<file path="src/rtl/decode_stage.sv">
// Decode stage: classifies the fetched instruction, reads and forwards register
// operands, keeps a pending-write scoreboard and redirects fetch on JR/JALR.
module decode_stage #(
    parameter logic [31:0] RESET_PC = 32'hfffffffc
) (
    input  logic        clk,
    input  logic        rst,
    input  logic        enable,
    output logic        done,
    input  logic [31:0] pc_in,
    input  logic [31:0] command,
    output logic [4:0]  rs_addr,
    output logic [4:0]  rt_addr,
    input  logic [31:0] rs_data,
    input  logic [31:0] rt_data,
    input  logic        wb_enable,
    input  logic [4:0]  wb_addr,
    input  logic [31:0] wb_data,
    input  logic        flush,
    output logic [31:0] pc_out,
    output logic [3:0]  opclass,
    output logic [3:0]  alu_op,
    output logic [4:0]  rd_addr,
    output logic        reg_write,
    output logic [31:0] src_a,
    output logic [31:0] src_b,
    output logic [31:0] imm,
    output logic        pcenable,
    output logic [31:0] next_pc
);

    // state | meaning
    // IDLE  | waiting for enable; captures pc_in and command
    // CHECK | scoreboard check of the used sources; issues once none is hazardous
    typedef enum logic {IDLE, CHECK} state_t;

    localparam logic [3:0] OC_NOP     = 4'd0;
    localparam logic [3:0] OC_ALU_R   = 4'd1;
    localparam logic [3:0] OC_ALU_I   = 4'd2;
    localparam logic [3:0] OC_LUI     = 4'd3;
    localparam logic [3:0] OC_LOAD    = 4'd4;
    localparam logic [3:0] OC_STORE   = 4'd5;
    localparam logic [3:0] OC_BRANCH  = 4'd6;
    localparam logic [3:0] OC_JUMP    = 4'd7;
    localparam logic [3:0] OC_JREG    = 4'd8;
    localparam logic [3:0] OC_ILLEGAL = 4'd15;

    localparam logic [3:0] ALU_ADD = 4'd0;
    localparam logic [3:0] ALU_SUB = 4'd1;
    localparam logic [3:0] ALU_AND = 4'd2;
    localparam logic [3:0] ALU_OR  = 4'd3;
    localparam logic [3:0] ALU_SLT = 4'd4;
    localparam logic [3:0] ALU_SLL = 4'd5;
    localparam logic [3:0] ALU_SRL = 4'd6;

    state_t      state;
    logic [31:0] cmd_q;
    logic [31:0] pc_q;
    logic [31:0] busy;
    logic [31:0] busy_n;

    logic [5:0]  opcode;
    logic [5:0]  funct;
    logic [4:0]  rd_f;
    logic [31:0] sext16;
    logic [31:0] zext16;

    logic [3:0]  d_class;
    logic [3:0]  d_alu;
    logic [4:0]  d_rd;
    logic        d_dest;
    logic        d_write;
    logic [31:0] d_imm;
    logic        use_rs;
    logic        use_rt;
    logic        d_shift;
    logic [3:0]  r_alu;
    logic        r_ok;

    logic        fwd_rs;
    logic        fwd_rt;
    logic [31:0] rs_val;
    logic [31:0] rt_val;
    logic        hazard;
    logic        issue;

    assign opcode  = cmd_q[31:26];
    assign funct   = cmd_q[5:0];
    assign rd_f    = cmd_q[15:11];
    assign rs_addr = cmd_q[25:21];
    assign rt_addr = cmd_q[20:16];
    assign sext16  = {{16{cmd_q[15]}}, cmd_q[15:0]};
    assign zext16  = {16'h0, cmd_q[15:0]};

    always_comb begin
        r_alu = ALU_ADD;
        r_ok  = 1'b1;
        case (funct)
            6'b100001: r_alu = ALU_ADD;
            6'b100011: r_alu = ALU_SUB;
            6'b100100: r_alu = ALU_AND;
            6'b100101: r_alu = ALU_OR;
            6'b101010: r_alu = ALU_SLT;
            6'b000000: r_alu = ALU_SLL;
            6'b000010: r_alu = ALU_SRL;
            default:   r_ok  = 1'b0;
        endcase
    end

    always_comb begin
        d_class = OC_ILLEGAL;
        d_alu   = ALU_ADD;
        d_rd    = 5'd0;
        d_dest  = 1'b0;
        d_imm   = 32'd0;
        use_rs  = 1'b0;
        use_rt  = 1'b0;
        d_shift = 1'b0;
        // An all-zero word is SLL r0,r0,0 in MIPS; it is reported as NOP
        if (cmd_q == 32'd0) begin
            d_class = OC_NOP;
        end else begin
            case (opcode)
                6'b000000: begin
                    if (r_ok) begin
                        d_class = OC_ALU_R;
                        d_alu   = r_alu;
                        d_rd    = rd_f;
                        d_dest  = 1'b1;
                        use_rt  = 1'b1;
                        if (r_alu == ALU_SLL || r_alu == ALU_SRL) begin
                            d_shift = 1'b1;
                            d_imm   = {27'b0, cmd_q[10:6]};
                        end else begin
                            use_rs = 1'b1;
                        end
                    end else if (funct == 6'b001000) begin
                        d_class = OC_JREG;
                        use_rs  = 1'b1;
                    end else if (funct == 6'b001001) begin
                        d_class = OC_JREG;
                        d_rd    = rd_f;
                        d_dest  = 1'b1;
                        use_rs  = 1'b1;
                    end
                end
                6'b001001: begin
                    d_class = OC_ALU_I;
                    d_imm   = sext16;
                    d_rd    = rt_addr;
                    d_dest  = 1'b1;
                    use_rs  = 1'b1;
                end
                6'b001100, 6'b001101: begin
                    d_class = OC_ALU_I;
                    d_alu   = opcode[0] ? ALU_OR : ALU_AND;
                    d_imm   = zext16;
                    d_rd    = rt_addr;
                    d_dest  = 1'b1;
                    use_rs  = 1'b1;
                end
                6'b001111: begin
                    d_class = OC_LUI;
                    d_imm   = {cmd_q[15:0], 16'h0};
                    d_rd    = rt_addr;
                    d_dest  = 1'b1;
                end
                6'b100011: begin
                    d_class = OC_LOAD;
                    d_imm   = sext16;
                    d_rd    = rt_addr;
                    d_dest  = 1'b1;
                    use_rs  = 1'b1;
                end
                6'b101011: begin
                    d_class = OC_STORE;
                    d_imm   = sext16;
                    use_rs  = 1'b1;
                    use_rt  = 1'b1;
                end
                6'b000100, 6'b000101: begin
                    d_class = OC_BRANCH;
                    d_alu   = ALU_SUB;
                    d_imm   = sext16;
                    use_rs  = 1'b1;
                    use_rt  = 1'b1;
                end
                6'b000010: begin
                    d_class = OC_JUMP;
                    d_imm   = {6'b0, cmd_q[25:0]};
                end
                6'b000011: begin
                    d_class = OC_JUMP;
                    d_imm   = {6'b0, cmd_q[25:0]};
                    d_rd    = 5'd31;
                    d_dest  = 1'b1;
                end
                6'b110010: begin
                    d_class = OC_JUMP;
                    d_imm   = {{6{cmd_q[25]}}, cmd_q[25:0]};
                end
                default: ;
            endcase
        end
    end

    assign d_write = d_dest && (d_rd != 5'd0);

    // Same-cycle writeback both forwards the value and masks the busy bit
    assign fwd_rs = wb_enable && (wb_addr == rs_addr) && (rs_addr != 5'd0);
    assign fwd_rt = wb_enable && (wb_addr == rt_addr) && (rt_addr != 5'd0);
    assign rs_val = fwd_rs ? wb_data : rs_data;
    assign rt_val = fwd_rt ? wb_data : rt_data;

    assign hazard = (use_rs && (rs_addr != 5'd0) && busy[rs_addr] && !fwd_rs) ||
                    (use_rt && (rt_addr != 5'd0) && busy[rt_addr] && !fwd_rt);
    assign issue  = (state == CHECK) && !flush && !hazard;

    always_comb begin
        busy_n = busy;
        if (wb_enable) busy_n[wb_addr] = 1'b0;
        if (issue && d_write) busy_n[d_rd] = 1'b1;
        busy_n[0] = 1'b0;
    end

    always_ff @(posedge clk) begin
        if (rst) begin
            state     <= IDLE;
            cmd_q     <= 32'd0;
            pc_q      <= 32'd0;
            busy      <= 32'd0;
            done      <= 1'b0;
            pcenable  <= 1'b0;
            next_pc   <= 32'd0;
            pc_out    <= RESET_PC;
            opclass   <= OC_NOP;
            alu_op    <= ALU_ADD;
            rd_addr   <= 5'd0;
            reg_write <= 1'b0;
            src_a     <= 32'd0;
            src_b     <= 32'd0;
            imm       <= 32'd0;
        end else begin
            done     <= 1'b0;
            pcenable <= 1'b0;
            busy     <= busy_n;
            case (state)
                IDLE: begin
                    if (enable && !flush) begin
                        pc_q  <= pc_in;
                        cmd_q <= command;
                        state <= CHECK;
                    end
                end
                CHECK: begin
                    if (flush) begin
                        state <= IDLE;
                    end else if (!hazard) begin
                        done      <= 1'b1;
                        pc_out    <= pc_q;
                        opclass   <= d_class;
                        alu_op    <= d_alu;
                        rd_addr   <= d_rd;
                        reg_write <= d_write;
                        imm       <= d_imm;
                        src_a     <= d_shift ? rt_val : rs_val;
                        src_b     <= rt_val;
                        if (d_class == OC_JREG) begin
                            pcenable <= 1'b1;
                            next_pc  <= rs_val;
                        end
                        state <= IDLE;
                    end
                end
                default: state <= IDLE;
            endcase
        end
    end

endmodule

</file>
<file path="config.mk">
export PLATFORM = sky130hd
export DESIGN_NAME = decode_stage
export DESIGN_NICKNAME = d
export VERILOG_FILES = /design/src/rtl/decode_stage.sv
export SDC_FILE = /design/constraint.sdc
export NUM_CORES = 1
export LEC_CHECK = 0
export BUFFER_PORTS_ARGS = -buffer_cell sky130_fd_sc_hd__buf_2
export CORE_AREA = 5 5 196 179
export DETAILED_ROUTE_END_ITERATION = 8
export DIE_AREA = 0 0 201 184
export GPL_TIMING_DRIVEN = 0
export PLACE_DENSITY_LB_ADDON = 0.05
export SLEW_MARGIN = 20
export SYNTH_ARGS = -nofsm -noshare
export SYNTH_HDL_FRONTEND = slang
export SYNTH_SLANG_ARGS = --single-unit
</file>
<file path="constraint.sdc">
create_clock -name clk -period 3.9 [get_ports clk]
set_input_delay 0.39 -clock clk [delete_from_list [all_inputs] [get_ports clk]]
set_output_delay 0.39 -clock clk [all_outputs]
set_load 0.01 [all_outputs]
</file>
---- Yosys cells after proc, flatten, opt, wreduce, memory -nomap -nowiden ----
Cells that the tools add are included.
storage, ports and cells
  bits in writable memories ............... 0
  bits in registers ....................... 273
  input port bits ......................... 170
  bits in latches ......................... 0
  output and inout bits ................... 186
  memories ................................ 0
  bits in read-only memories .............. 0
operators by class
  order comparisons ....................... 6
  divide/modulo/power cells ............... 0
  equal/unequal tests ..................... 24
  multiply operators ...................... 0
  shift-type cells ........................ 0
  bitwise logic cells ..................... 6
  reduce and logical (&&, ||, !) cells .... 45
  add/sub/neg operators ................... 0
  mux-type cells .......................... 56
operators by type and width
  kind                  count
  $mux W32              6
  $pmux W32 S6          1
  $eq A6 B6 Y1 const B  8
  $eq A6 B4 Y1 const B  6
  $and A32 B32 Y32      1
  $logic_not A32 Y1     1
  $not A32 Y32          1
  $or A32 B32 Y32       1
  $mux W5               6
  $pmux W4 S7           1
  $mux W1               25
  $lt A5 B6 Y1 const B  4
  $eq A6 B2 Y1 const B  3
  $pmux W3 S6           1
  $logic_and A1 B1 Y1   17
  $mux W4               4
  $pmux W5 S3           1
  $reduce_bool A5 Y1    3
  $reduce_or A7 Y1      2
  $eq A6 B3 Y1 const B  2
  $logic_not A6 Y1      2
  $pmux W4 S3           1
  $reduce_or A3 Y1      4
  $bmux W1 S5           2
  17 further kinds      34

---- Longest topological paths before layout ----
  word-level depth ........................ 16
  mapped depth ............................ 12
  gate-level depth less buffers ........... 7

---- Worst setup path before layout ----
OpenSTA, ideal clock, no wires.
  path kind ............................... register -> register
  from .................................... register cmd_q[18]
  to ...................................... register src_a[11]
  cell stages (with the launch flop) ...... 10
  arrival ................................. 2854 ps
  data required time ...................... 3830 ps
  slack ................................... 975 ps
  cells stage by stage .................... dfxtp_1 -> clkbuf_1 -> or2_2 -> or4_1 -> o41ai_2 -> mux2_2 -> clkbuf_1 -> a211oi_1 -> nand4_1 -> a21oi_1
between the ends
  longest elaborated chain between the ends .. 8
ends and longest elaborated chain
  item                                                 line  text
  start: declaration                                   57    logic [31:0] cmd_q;
  start signal: assignment                             251   cmd_q <= command;
  branches (longest 8 deep; another with $bmux W1 S5)  -
  end signal: assignment                               266   src_a <= d_shift ? rt_val : rs_val;
  end: declaration                                     25    output logic [31:0] src_a,
Several ways; the timed one is not identified. The select of a mux whose other input is x is not followed.
A chain may end at the register's enable or synchronous reset.

---- Worst setup path after layout ----
  from .................................... register cmd_q[1]
  to ...................................... register next_pc[12]
between the ends
  longest elaborated chain between the ends .. 14
ends and longest elaborated chain
  item                                  line  text
  $eq A6 B2 Y1 (tied with other cells)  98    case (funct)
  $pmux W3 S6                           98
  $eq A4 B3 Y1                          131   if (r_alu == ALU_SLL || r_alu == ALU_SRL) begin
  $logic_or A1 B1 Y1                    131
  $mux W1                               131
  $mux W1                               125   if (r_ok) begin
  $pmux W1 S2                           123   case (opcode)
  $mux W1                               120   if (cmd_q == 32'd0) begin
  $logic_and A1 B1 Y1 (3 in a row)      215   assign hazard = (use_rs && (rs_addr != 5'd0) && busy[rs_addr] && !fwd_rs) ||
  $logic_or A1 B1 Y1                    215
  $not A1 Y1 (no line)                  -
  $reduce_and A4 Y1 (no line) (*)       -
  end signal: assignment                270   next_pc <= rs_val;
  end: declaration                      29    output logic [31:0] next_pc
Every way passes the cells marked *; elsewhere a longest branch is shown, timed or not.

==> out/results.tsv <==
stage	metric	value	unit
status	status	finished clean	
synth	synth_cells	1641	
floorplanning	initial_core_util	41.7	%
timing	hold_viol_final	0	
synth	synth_seq_cells	271	
clock_tree	cts_max_path_buffers	3	
place	port_buffers	348	
layout	multi_input_area	7220	µm²
layout	drive_above_1_share	23.3	%
synth	synth-compound-area-share	24.8	%
layout	fin_area	17000	µm²
route	drc	0	
timing	setup_slack	191	ps
place	dpl.hpwl	43.4	mm
power_and_ir_drop	ir_drop	0.000334	V
worst_hold_path	hold_class	in2reg	
synth	syn_nets	1811	
route	wire_per_inst	23.2	µm
power_and_ir_drop	p_total	6890	µW
timing	skew	13.3	ps
worst_setup_path	cp_slowest_cell	a2111oi_0	
worst_setup_path	crit_path_max_fanout	10	
global_route	grt_use_total	29.2	%
synth	async_flop_share	0	%
worst_setup_path	cp.required	4370	ps
global_route	antenna_found_initial	5	
clock_tree	cts.reportedPaths.clkPinSlew	60	ps
floorplanning	fp.dieW	201	µm
synth	synth-seq-area-share	39.8	%
timing	period_share	95.1	%
global_route	overflow	0	
global_route	grt_pass1_vias	14100	
worst_setup_path	slowest_delay	880	ps
worst_setup_path	startpoint	cmd_q[1]	
timing	setup_tns	0	ps
worst_setup_path	crit_buf_inv	3	
route	vias_per_cell	5.91	
route	routed_wl	57.3	mm
synth	yosysWarnings	0	
global_route	grt_max_degree	16	
place	preCtsSetupSlack	-74.5	ps
power_and_ir_drop	power.density	406	nW/µm²
synth	synth_top_family_by_area	compound AO/OA/AOI/OAI gates	
clock_tree	h-tree-depth	1	
layout	fillers	3277	
place	place_area	15900	µm²
place	routabilityCongestion	0.909	
synth	synth-simple-area-share	17.1	%
layout	fin_nets	2192	
worst_setup_path	cpMostUsedCell	buf_4	
synth	synth_top_flop_cell	dfxtp_1	
worst_setup_path	path_cells	buf_2 -> or4b_2 -> o21a_1 -> a2111oi_0 -> and4_1 -> buf_4 -> buf_4 -> a21oi_1 -> a311oi_1	
timing	rsz0062_at_grt	no	
clock_tree	clock_sinks	271	
route	antenna_left	0	
synth	synth_xor_area_share	0.771	%
synth	synth-edff-count	0	
timing	drv_slew	0	
worst_setup_path	crit_family	compound AO/OA/AOI/OAI gates	
synth	ys_types	63	
synth	synth_fa_ha_area_share	0	%
timing	tightest_slew	1060	ps
worst_hold_path	hp-start	pc_in[28]	
floorplanning	fp.coreArea	32700	µm²
worst_setup_path	criticalPathCategory	reg2reg	
worst_setup_path	end_kind	register	
worst_setup_path	r2r_start	cmd_q[1]	
synth	yosysTopAreaCellShare	39.8	%
synth	synth_mux_area_share	10.2	%
global_route	grt_first_pass_wirelength	85.8	mm
worst_setup_path	arrival	4180	ps
synth	synth.most_common_cell	dfxtp_1	
route	drt-initial-drc-count	1087	
layout	register_area	5430	µm²
synth	synth_area	13600	µm²
run	maxCapViolCount	0	
timing	post-route-min-period	3710	ps
power_and_ir_drop	p_leak	0.00645	µW
floorplanning	num_rows	63	
route	vias	14600	
floorplanning	die_height	184	µm
synth	yosysTopAreaCell	dfxtp_1	
synth	avgSynthCellArea	8.30	µm²
clock_tree	clock_latency	580	ps
clock_tree	clockRootBuffer	clkbuf_16	
layout	fin_util	51.8	%
floorplanning	dieArea	37000	µm²
floorplanning	io_pins	356	
synth	yosys-top-cells-count	dfxtp_1, nand2_1, a21oi_1	
clock_tree	cts_buffers	30	
layout	syn2layout_area_growth	24.4	%
synth	synth_area_leaders	dfxtp_1, mux2i_1, a211oi_1, a21oi_1, nand2_1	
worst_setup_path	start_kind	register	
timing	max_clock_freq	270	MHz
route	drt_pass1_iterations	5	
timing	slew_headroom	29.2	%
clock_tree	cts_tree	yes	
timing	setup_viol	0	
[worst reg2reg max path, delay by kind of cell (launching register included)]
| kind | cells | cell delay [ps] |
|---|---|---|
| AO/OA/AOI/OAI | 4 | 1520 |
| buffers and inverters | 3 | 610 |
| flip-flops | 1 | 310 |
| AND/OR/NAND/NOR | 2 | 1150 |
[metal layers]
| metal | wire [µm] | vias up | track usage, % |
|---|---|---|---|
| li1 | - | 6842 | - |
| met1 | 25000 | 7010 | 39.6 |
| met2 | 26200 | 631 | 47.3 |
| met3 | 4630 | 97 | 6.51 |
| met4 | 1520 | 4 | 7.71 |
| met5 | 27 | - | 0 |
[state kept, by name, indices dropped and copies added (netlist names), 3 cells and up]
name,count
pc_out,32
busy,31
src_a,32
alu_op,3
imm,32
cmd_q,32
pc_q,32
opclass,4
next_pc,32
rd_addr,5
src_b,32
[placed cells by master (no fill, tap or decap), types with 5 or more instances in the layout]
master     netlist  routed
a211oi_1        97      97
a21oi_1        139     138
a221oi_1        11      11
a2bb2oi_1        5       5
a311oi_1        38      38
a31oi_1         65      65
and2_1           5       5
and3_1           8       8
buf_1           19      16
buf_2           28     376
buf_4           14      15
clkbuf_1       135     136
clkbuf_16        0      30
clkbuf_2         0       5
clkbuf_8         0      12
clkinv_2         0       5
dfxtp_1        271     271
inv_1           39      39
mux2_2           9       9
mux2i_1        122     122
nand2_1        170     170
nand2b_1         9       9
nand3_1         20      20
nand3b_1         7       7
nand4_1         39      39
nor2_1          92      92
nor2b_1         12      12
nor3_1          74      74
nor3b_1          8       8
nor4_1          11      11
o211ai_1        33      33
o21ai_0         23      23
o22ai_1          8       8
o31ai_1         56      56
or2_2            5       5
or3_1            8       8
xnor2_1          6       6
xor2_1           6       6
[layout make-up]
class	instances	area share (%)
clock inverters	8	0.472
diodes	3	0.0443
flip-flops and latches	271	32.0
multi-input cells	1133	42.6
well taps	422	3.11
plain buffers	197	5.03
repair buffers	350	10.4
inverters	39	0.864
clock buffers	46	5.49
[power breakdown]
group	switching, µW	internal (µW)
logic	680	371
registers	67.1	2860
clock network	1220	1700
total	1960	4930
[path summary, 6_finish.rpt]
kind | endpoint | slack, ps | cells after the start
worst max-delay path | next_pc[12] | 190 | 9
worst max register to register | next_pc[12] | 190 | 9
worst min register to register | pc_q[12] | 450 | 2
worst min-delay path | pc_q[28] | 50 | 3
[through the flow]
stage	cells	hold WS, ps
floorplan	1641	437
global placement	2411	442
CTS	2466	24.8
detailed placement	2411	447
global route	2469	36.7
finish	2469	48.4
[kinds of logic (layout without fill, tap and decap cells)]
logic type                after synthesis  in the layout
buffers and inverters                 237            640
AOI/OAI and AO/OA                     502            502
other                                   1              4
and+or+nand+nor                       484            484
DFF                                   271            271
xor gates and xnor gates               12             12
muxes                                 134            134
[repair_timing]
item                       in CTS  in global routing
hold buffers                    1                  0
gates resized for setup         2                  6
gates cloned                    0                  0
hold endpoints to repair        1                  0
pin swaps                       0                  2
setup endpoints to repair      24                 73
buffers inserted                0                  1
Note: power is estimated with default switching activity, not from simulation.
